File: src/rtl/gps_pkg.sv
// gps_pkg: receiver state type, ASCII constants and a majority helper shared across the GPS serial path
package gps_pkg;
    typedef enum logic [2:0] {IDLE, START, DATA, STOP, BREAK} gps_rx_state_t;
    localparam logic [7:0] ASCII_DOLLAR = 8'h24;
    localparam logic [7:0] ASCII_COMMA = 8'h2C;
    localparam logic [7:0] ASCII_STAR = 8'h2A;
    localparam logic [7:0] ASCII_CR = 8'h0D;
    localparam logic [7:0] ASCII_LF = 8'h0A;
    function automatic logic maj3(input logic [2:0] v);
        return (v[0] & v[1]) | (v[0] & v[2]) | (v[1] & v[2]);
    endfunction
endpackage

File: src/rtl/bit_sync.sv
// bit_sync: two-flop synchronizer for an asynchronous pin, both flops reset to RST_VAL
module bit_sync #(
    parameter logic RST_VAL = 1'b0
) (
    input  logic clk,
    input  logic rst,
    input  logic d,
    output logic q
);
    logic meta;
    always_ff @(posedge clk) begin
        meta <= rst ? RST_VAL : d;
        q <= rst ? RST_VAL : meta;
    end
endmodule

File: src/rtl/gps_uart_rx.sv
// gps_uart_rx: 8N1 GPS UART receiver with mid-bit sampling; GPS_RX_MAJORITY_EN selects 2-of-3 voting per sample point
module gps_uart_rx #(
    parameter int SYSCLK_FREQ = 100_000_000,
    parameter int BAUD = 9600
) (
    input  logic       sclk,
    input  logic       rst,
    input  logic       gpsRx,
    output logic [7:0] dataString,
    output logic       dataReady,
    output logic       frameErr,
    output logic       rxBusy
);
    import gps_pkg::*;
    localparam int CLKS_PER_BIT = SYSCLK_FREQ / BAUD;
    localparam int HALF_BIT = CLKS_PER_BIT / 2;
    localparam int CW = $clog2(CLKS_PER_BIT);
    localparam logic [CW-1:0] BIT_END = CW'(CLKS_PER_BIT - 1);
    localparam logic [CW-1:0] MID = CW'(HALF_BIT - 1);
    if (CLKS_PER_BIT < 8) begin : g_bad_rate
        $error("gps_uart_rx: CLKS_PER_BIT must be at least 8");
    end
    logic rx_sync;
    logic rx_now;
    logic bit_val;
    gps_rx_state_t state;
    logic [CW-1:0] cnt;
    logic [2:0] idx;
    logic [7:0] shreg;
    bit_sync #(.RST_VAL(1'b1)) u_sync (
        .clk(sclk),
        .rst(rst),
        .d(gpsRx),
        .q(rx_sync)
    );
`ifdef GPS_RX_MAJORITY_EN
    // smp[0] is the newest synchronized sample; the vote spans counts target-2..target
    logic [2:0] smp;
    always_ff @(posedge sclk) smp <= rst ? 3'b111 : {smp[1:0], rx_sync};
    assign rx_now = smp[0];
    assign bit_val = maj3(smp);
`else
    logic smp;
    always_ff @(posedge sclk) smp <= rst | rx_sync;
    assign rx_now = smp;
    assign bit_val = smp;
`endif
    always_ff @(posedge sclk) begin
        if (rst) begin
            state <= IDLE;
            cnt <= '0;
            idx <= '0;
            shreg <= '0;
            dataString <= '0;
            dataReady <= 1'b0;
            frameErr <= 1'b0;
            rxBusy <= 1'b0;
        end else begin
            dataReady <= 1'b0;
            frameErr <= 1'b0;
            cnt <= cnt + 1'b1;
            case (state)
                IDLE: begin
                    cnt <= '0;
                    idx <= '0;
                    rxBusy <= !rx_now;
                    if (!rx_now) state <= START;
                end
                START: if (cnt == MID) begin
                    cnt <= '0;
                    rxBusy <= !bit_val;
                    state <= bit_val ? IDLE : DATA;
                end
                DATA: if (cnt == BIT_END) begin
                    cnt <= '0;
                    shreg <= {bit_val, shreg[7:1]};
                    idx <= idx + 1'b1;
                    if (idx == 3'd7) state <= STOP;
                end
                STOP: if (cnt == BIT_END) begin
                    // rxBusy is held through the strobe cycle and drops from IDLE
                    cnt <= '0;
                    state <= bit_val ? IDLE : BREAK;
                    dataReady <= bit_val;
                    frameErr <= !bit_val;
                    if (bit_val) dataString <= shreg;
                end
                BREAK: if (rx_now) begin
                    cnt <= '0;
                    rxBusy <= 1'b0;
                    state <= IDLE;
                end
                default: state <= IDLE;
            endcase
        end
    end
endmodule

File: config.mk
export PLATFORM = sky130hd
export DESIGN_NAME = gps_uart_rx
export DESIGN_NICKNAME = d
export VERILOG_FILES = /design/src/rtl/gps_pkg.sv /design/src/rtl/bit_sync.sv /design/src/rtl/gps_uart_rx.sv
export SDC_FILE = /design/constraint.sdc
export NUM_CORES = 1
export LEC_CHECK = 0
export ABC_AREA = 1
export CORE_ASPECT_RATIO = 0.7
export CORE_MARGIN = 5
export CORE_UTILIZATION = 46
export DETAILED_ROUTE_END_ITERATION = 8
export PLACE_DENSITY = 0.65
export SYNTH_ARGS = -nofsm -noshare
export SYNTH_HDL_FRONTEND = slang
export SYNTH_SLANG_ARGS = --single-unit
File: constraint.sdc
create_clock -name sclk -period 4.9 [get_ports sclk]
set_clock_uncertainty 0.2 [all_clocks]
set_input_delay 0.735 -clock sclk [delete_from_list [all_inputs] [get_ports sclk]]
set_output_delay 0.735 -clock sclk [all_outputs]
set_load 0.01 [all_outputs]
Word-level counts from Yosys, hierarchy flattened

Cells that the tools add are included.

Equal/unequal tests: 13
Bitwise gates (word level): 3
Reductions and logical operators: 11
Add/sub/neg operators: 2
Mux-type cells: 18

Operator list:

| kind                                                              | number |
|---|---|
| 14-bit one-hot mux with 4 select lines                            | 1 |
| 14-bit 2-to-1 mux                                                 | 3 |
| 3-bit 2-to-1 mux                                                  | 8 |
| 3-bit one-hot mux with 5 select lines                             | 1 |
| 14-bit by 1-bit adder with 14-bit output, second input constant   | 1 |
| 14-bit by 13-bit == test with 1-bit output, second input constant | 1 |
| 14-bit == test, second input constant                             | 1 |
| 2-bit != test, second input constant                              | 6 |
| 3-bit by 2-bit == test with 1-bit output, second input constant   | 2 |
| 3-bit == test, second input constant                              | 2 |
| 3-bit one-hot mux with 2 select lines                             | 1 |
| 3-bit AND reduction                                               | 2 |
| 6-bit AND reduction                                               | 1 |
| 2-bit AND reduction                                               | 2 |
| 3-bit by 1-bit adder with 3-bit output, second input constant     | 1 |
| 3-bit by 1-bit == test with 1-bit output, second input constant   | 1 |
| 3-bit zero test                                                   | 1 |
| 1-bit one-hot mux with 3 select lines                             | 1 |
| 3-bit nonzero test                                                | 1 |
| 3-bit OR reduction                                                | 1 |
| 1-bit 2-to-1 mux                                                  | 2 |
| 2-bit 2-to-1 mux                                                  | 1 |
| 1-bit NOT                                                         | 2 |
| 2-bit nonzero test                                                | 1 |
| 3 further kinds                                                   | 3 |

Bits in registers: 42
Bits of input ports: 3
Logic and storage cells: 58
Output and inout bits: 11

Logic depth before layout (Yosys ltp)

Gate-level depths: netlist of run 1.

Depth in word-level cells: 4
Gate-level depth with buffers: 11
Depth with buffers taken out: 10

Hierarchy

From an unflattened synthesis of run 1, not the netlist that was laid out.

Cell total of the unflattened synthesis: 266
Area, all modules: 1988.2 um^2

Modules (own cells, without submodules):

| module      | area an instance (um^2) | cells an instance | sequential area each (um^2) | instances |
|---|---|---|---|---|
| gps_uart_rx | 1929.4                  | 259               | 800.8                       | 1 |
| bit_sync    | 58.8                    | 7                 | 40.0                        | 1 |

Worst setup path before layout of run 1

No wires, ideal clock.

Kind: reg2reg
Start: reg cnt[0]
End: reg cnt[4]
Arrival: 1.389 ns
Buffers on the path: 1
Data required time: 4.584 ns
Cell stages (with the launch flop): 10
Library setup time: 0.116 ns
Period minus slack after synthesis: 1.704 ns
Slack: 3.196 ns
Cell sequence: dfxtp_1 -> ha_1 -> nand3_1 -> nor2_1 -> nand2_2 -> nand2_1 -> nand3_2 -> nand2_2 -> buf_6 -> nor2_1

Longest elaborated chain between the ends: 3
Elaborated cells on any way between the ends: 7
Those cells by class: add/sub: 1; eq/ne: 2; mux: 4

RTL lines:

| item                                                                   | line              | RTL |
|---|---|---|
| start, declared                                                        | gps_uart_rx.sv:27 | `logic [CW-1:0] cnt;` |
| start signal, assigned                                                 | gps_uart_rx.sv:61 | `cnt <= cnt + 1'b1;` |
| 14-bit by 1-bit adder with 14-bit output, or another cell as far along | gps_uart_rx.sv:61 |  |
| 14-bit 2-to-1 mux (on tied branches)                                   | n/a               |  |
| 14-bit one-hot mux with 4 select lines (*)                             | gps_uart_rx.sv:62 | `case (state)` |

Every way passes the cells marked *; elsewhere a longest branch is shown, timed or not.
A chain may end at the register's enable or synchronous reset.

==> reports/metrics.yaml, run 1 <==
rr_worst_depth: 8
synth_top_family_by_area: "simple AND/OR/NAND/NOR gates"
dpl.hpwl_microns: 2406
slew_headroom: 0.5635
hold_path_depth: 1
hold_viol_final: 0
pre_cts_ws_ps: 2367
critPathCaptureType: "register"
worstMarginPinSlew_ps: 654.0
p_leak_nw: 0.8828
outcome: "finished clean"
grt-ovfl-total: 0
cts_made_buffers: 5
wl_microns: 3408
peakVddDrop_mv: 0.1781
drv_slew: 0
synth-simple-area-share: 0.3254
floorplan.rows: 19
rr_endpoint: "dataString[5]$_SDFFE_PP0P_"
grt_max_degree: 24
seq_area_frac_synth: 0.4556
regArea_sq_um: 840.8
htree_levels: 2
vias: 1470
cts.clk_slew.worst_paths_ps: 80
ys.warnings.count: 0
grt_pass1_wl_microns: 6237
antenna_cells: 0
post_cts_resized: 0
vias_per_cell: 4.712
coreArea_sq_um: 3899
drive_gt1_frac: 0.09231
fmax_ghz: 0.4434
multiInputGateArea_sq_um: 887.1
fillers: 371
hold_class: "reg -> reg"
place_congestion: 0.7691
synthMuxAreaShare: 0
io_buffers: 13
synth_compound_area_frac: 0.08271
power.density_nw_per_um2: 346.0
die_area_sq_um: 5399
drv_cap: 0
cts_hold_buffers: 0
layout.nets: 265
dr.pass1.iters: 4
stdcell_count: 312
synth-seq-cells: 42
fp.dieH_microns: 63.00
fin_util: 0.5388
antenna_found_initial: 0
grt_use_met3: 0.03953
tns_ps: 0
start_kind: "input port"
syn-num-nets: 250
cts_num_sinks: 42
rrSetupSlack_ps: 2830
avgRoutedWirePerCell_microns: 10.92
yosys.area_share.adder: 0.02034
synth-xor-area-share: 0.05220
cts_buffer_depth: 2
crit_type: "in -> reg"
drt_iter0_markers: 127
setup_ws_ps: 2645
period_share: 0.4603
holdPathEnd: "u_sync.q$_SDFF_PP1_"
dp_cells: 304
grt_setup_unrepaired: "no"
root_buffer: "clkbuf_8"
setup_violations: 0
tritoncts: "yes"
r2r_start: "cnt[0]$_SDFF_PP0_"
critPathMaxFanout: 23
synth_area_sq_um: 1846
syn_area_per_cell_sq_um: 7.564
crit_arrival_ps: 2270
worstHoldStart: "u_sync.meta$_SDFF_PP1_"
synth_cells: 244
synth.distinct_cells: 29
top_usage_layer: "met1"
postRouteAntennaNets: 0
drc_errors: 0
worstPathRequired_ps: 4920
use_met2: 0.1831
start_util: 0.4734
syn_to_final_growth_pct: 13.83
ioPinCount: 14
dieWidth_microns: 85.71
grt_usage: 0.1414
postCtsSetupBuffers: 0
grt_pass1_vias: 1351
met1_usage: 0.2205
clk_latency_ps: 290
min_period_ps: 2255
==> worst max-delay path, stage by stage <==
cell	delay [ps]
clkdlybuf4s50_1	500
inv_1	530
nand2_2	330
nor2_1	180
==> power by group <==
| part | internal (mW) | total, mW | leakage, nW | switching (mW) |
|---|---|---|---|---|
| logic | 0.0426 | 0.125 | 0.495 | 0.0828 |
| clock network | 0.114 | 0.223 | 0.0482 | 0.109 |
| registers | 0.358 | 0.378 | 0.340 | 0.0200 |
==> worst max path at each step <==
stage | end | slack [ps] | cells past startpoint | startpoint
final | cnt[13]$_SDFF_PP0_ | 2640 | 4 | rst
after global routing | cnt[10]$_SDFF_PP0_ | 2530 | 4 | rst
after CTS | cnt[13]$_SDFF_PP0_ | 2630 | 4 | rst
after detailed placement | cnt[13]$_SDFF_PP0_ | 2370 | 4 | rst
after global placement | cnt[1]$_SDFF_PP0_ | 2400 | 4 | rst
after floorplan | cnt[4]$_SDFF_PP0_ | 3200 | 9 | cnt[0]$_SDFF_PP0_
==> metal layers <==
metal	wire (microns)	vias up
li1	-	809
met1	1983	632
met2	1236	24
met3	154	5
met4	34	0
met5	0	-
==> flip-flops by register name, summed over array words and instances (netlist names) <==
| name | count |
|---|---|
| bit_val | 1 |
| cnt | 14 |
| dataReady | 1 |
| dataString | 8 |
| frameErr | 1 |
| idx | 3 |
| rxBusy | 1 |
| shreg | 8 |
| state | 3 |
| u_sync.meta | 1 |
| u_sync.q | 1 |
==> stage by stage <==
stage	instance area [sq um]	power (mW)	hold WS [ps]
floorplan	1846	0.4827	189.5
global route	2101	0.7698	227.0
detailed placement	2009	0.5107	196.7
CTS	2101	0.7344	212.8
global placement	2009	0.5104	202.8
finish	2101	0.7268	213.0
==> synth_stat cells (all sizes together) <==
master,n,area (sq um)
or2,3,18.77
o21a,1,7.510
nor4,1,12.51
nand4,5,31.28
nand3,10,55.05
nand2,41,163.9
inv,23,86.33
buf,4,27.52
o21ai,19,95.09
dfxtp,42,840.8
nor2,61,252.7
a31oi,1,6.260
xor2,11,96.34
clkbuf,1,3.750
nor3,10,66.32
ha,3,37.54
a21oi,8,43.79
==> cell usage in the layout (no fill, tap or decap), types with 4 or more instances in the layout <==
| cell type | instances |
|---|---|
| nor2_1 | 59 |
| dfxtp_1 | 42 |
| nand2_1 | 37 |
| inv_1 | 20 |
| o21ai_1 | 14 |
| clkdlybuf4s50_1 | 13 |
| xor2_1 | 11 |
| nand3_1 | 9 |
| nor3_1 | 8 |
| a21oi_1 | 7 |
| clkbuf_8 | 6 |
| o21ai_0 | 5 |
| nand4_1 | 5 |
| nand2_2 | 4 |
==> logic make-up (layout without fill, tap and decap cells) <==
group                    count (synthesis)  count (layout)
buffers and inverters                   28              44
AND/OR/NAND/NOR                        131             131
AO/OA/AOI/OAI                           29              29
flip-flops                              42              42
adder cells (fa/ha/maj)                  3               3
XOR/XNOR                                11              11
==> layout make-up <==
cell class / count / area share
Multi-Input combinational cell: 174 / 0.4223
Sequential cell: 42 / 0.4002
Clock inverter: 1 / 0.002382
Timing Repair Buffer: 13 / 0.06194
Tap cell: 52 / 0.03097
Inverter: 23 / 0.04110
Clock buffer: 7 / 0.04110
Power figures use the tool's default switching activity.
==> run 2, diff against run 1 <==
==> constraint.sdc (replaced) <==
create_clock -name sclk -period 2.25 [get_ports sclk]
set_clock_uncertainty 0.2 [all_clocks]
set_input_delay 0.3375 -clock sclk [delete_from_list [all_inputs] [get_ports sclk]]
set_output_delay 0.3375 -clock sclk [all_outputs]
set_load 0.01 [all_outputs]
==> run 2 against run 1 <==
Compared with the run above: final cell count rose by 0.32%; non-clock buffer count rose by 2; final area rose by 1.7%; clock power rose to 2.7 times the previous value; combinational power rose by 120%; sequential power rose by 120%; largest cell class unchanged; via count rose by 0.48%; total power rose by 130%.
==> reports/metrics.yaml, run 2 (synthesized netlist as in run 1, its figures left out) <==
outcome: "finished clean"
grt_max_degree: 15
place_congestion: 0.7677
syn_to_final_growth_pct: 15.80
postRouteAntennaNets: 0
tns_ps: 0
clk_latency_ps: 290
grt_usage: 0.1433
rrSetupSlack_ps: 350
ioPinCount: 14
cp_slowest_stage_delay_ps: 350
antenna_found_initial: 0
vias_per_cell: 4.719
worstPathRequired_ps: 2230
holdPathEnd: "bit_val$_DFF_P_"
drt_iter0_markers: 120
tritoncts: "yes"
worstHoldStart: "u_sync.q$_SDFF_PP1_"
drv_slew: 0
dr.pass1.iters: 4
worstMarginPinSlew_ps: 411.3
critPathCaptureType: "register"
htree_levels: 2
cts_made_buffers: 5
grt_setup_unrepaired: "no"
min_period_ps: 1904
power.density_nw_per_um2: 795.7
dpl.hpwl_microns: 2438
start_util: 0.4734
p_leak_nw: 0.9008
antenna_cells: 0
io_buffers: 13
root_buffer: "clkbuf_8"
hold_class: "reg -> reg"
stdcell_count: 313
largest_reg_flops: 14
cts_buffer_depth: 2
setup_violations: 0
slew_headroom: 0.7255
drive_gt1_frac: 0.09962
peakVddDrop_mv: 0.4845
fin_util: 0.5481
cts.clk_slew.worst_paths_ps: 80
cts_hold_buffers: 0
rr_worst_depth: 8
crit_type: "reg -> reg"
hold_path_depth: 1
hold_viol_final: 0
reg_top3: "cnt x14, dataString x8, shreg x8"
crit_arrival_ps: 1880
wl_microns: 3408
final_cell_mix: "59 x nor2_1, 42 x dfxtp_1, 37 x nand2_1"
avgRoutedWirePerCell_microns: 10.89
coreArea_sq_um: 3899
drc_errors: 0
crit_path_top_delay_cell: "dfxtp_1"
layout.nets: 267
crit_chain: "ha_1 > nand3_1 > nor2_1 > nand2_2 > nand2_1 > nand3_2 > nand2_2 > nor2_1"
dieWidth_microns: 85.71
grt_pass1_wl_microns: 6258
die_area_sq_um: 5399
top_register: "cnt"
dp_cells: 305
start_kind: "register"
drv_cap: 0
floorplan.rows: 19
rr_endpoint: "cnt[1]$_SDFF_PP0_"
fp.dieH_microns: 63.00
critPathMaxFanout: 13
grt_pass1_vias: 1344
grt-ovfl-total: 0
cts_num_sinks: 42
r2r_start: "cnt[0]$_SDFF_PP0_"
hold_slack_ps: 217.8
period_share: 0.8462
fmax_ghz: 0.5252
final_common_cell: "nor2_1"
vias: 1477
## run 2: changes by cell type in the layout (fill, tap and decap cells not counted), sizes merged
| cell | change |
|---|---|
| buf | +2 |
| clkbuf | -1 |
| bufinv | +1 |
| clkinv | -1 |
## run 2: repair_timing
| action | in CTS | in global routing |
|---|---|---|
| gates resized for setup | 0 | 0 |
| setup endpoints to repair | 0 | 1 |
| setup buffers | 0 | 1 |
## run 2: metrics by stage
stage                     cell area, sq um  power (mW)  setup WS (ps)
after CTS                             2130       1.714          242.0
final                                 2137       1.700          345.9
after detailed placement              2017       1.113          265.2
after global placement                2017       1.112          299.8
after global routing                  2137       1.797          185.7
after floorplan                       1846       1.051          545.9
## run 2: layout make-up
class                      instances  area [sq um]
multi-input combinational        174         887.1
timing repair buffer              15         145.1
clock inverter                     1         30.03
clock buffer                       6         82.58
tap                               52         65.06
sequential                        42         840.8
fill                             387          1762
inverter                          23         86.33
## run 2: layer usage
layer	track usage	vias up	share of wire
met4	0.04743	0	0.013
met3	0.03953	5	0.043
met5	0	-	0
met1	0.2269	643	0.59
met2	0.1793	21	0.36
li1	-	808	-
## run 2: critical path, delay by kind of cell, from the launching register on
kind                       cells  cell delay [ps]
DFF                            1              350
and+or+nand+nor                7             1020
adders and majority gates      1              210
## run 2: how the worst max path moves through the flow
stage / slack [ps] / from / to / cells past startpoint
2_1_floorplan: 550 / cnt[0]$_SDFF_PP0_ / cnt[4]$_SDFF_PP0_ / 9
3_3_place_gp: 300 / cnt[0]$_SDFF_PP0_ / dataString[6]$_SDFFE_PP0P_ / 8
3_5_place_dp: 270 / cnt[0]$_SDFF_PP0_ / dataString[6]$_SDFFE_PP0P_ / 8
4_1_cts: 240 / cnt[0]$_SDFF_PP0_ / dataString[6]$_SDFFE_PP0P_ / 8
5_1_grt: 190 / cnt[0]$_SDFF_PP0_ / cnt[1]$_SDFF_PP0_ / 8
6_report: 350 / cnt[0]$_SDFF_PP0_ / cnt[1]$_SDFF_PP0_ / 8
## run 2: power breakdown
part | internal [mW] | switching, mW | total [mW]
combinational | 0.0939 | 0.178 | 0.272
clock | 0.355 | 0.247 | 0.603
sequential | 0.780 | 0.0455 | 0.826
total | 1.23 | 0.471 | 1.70
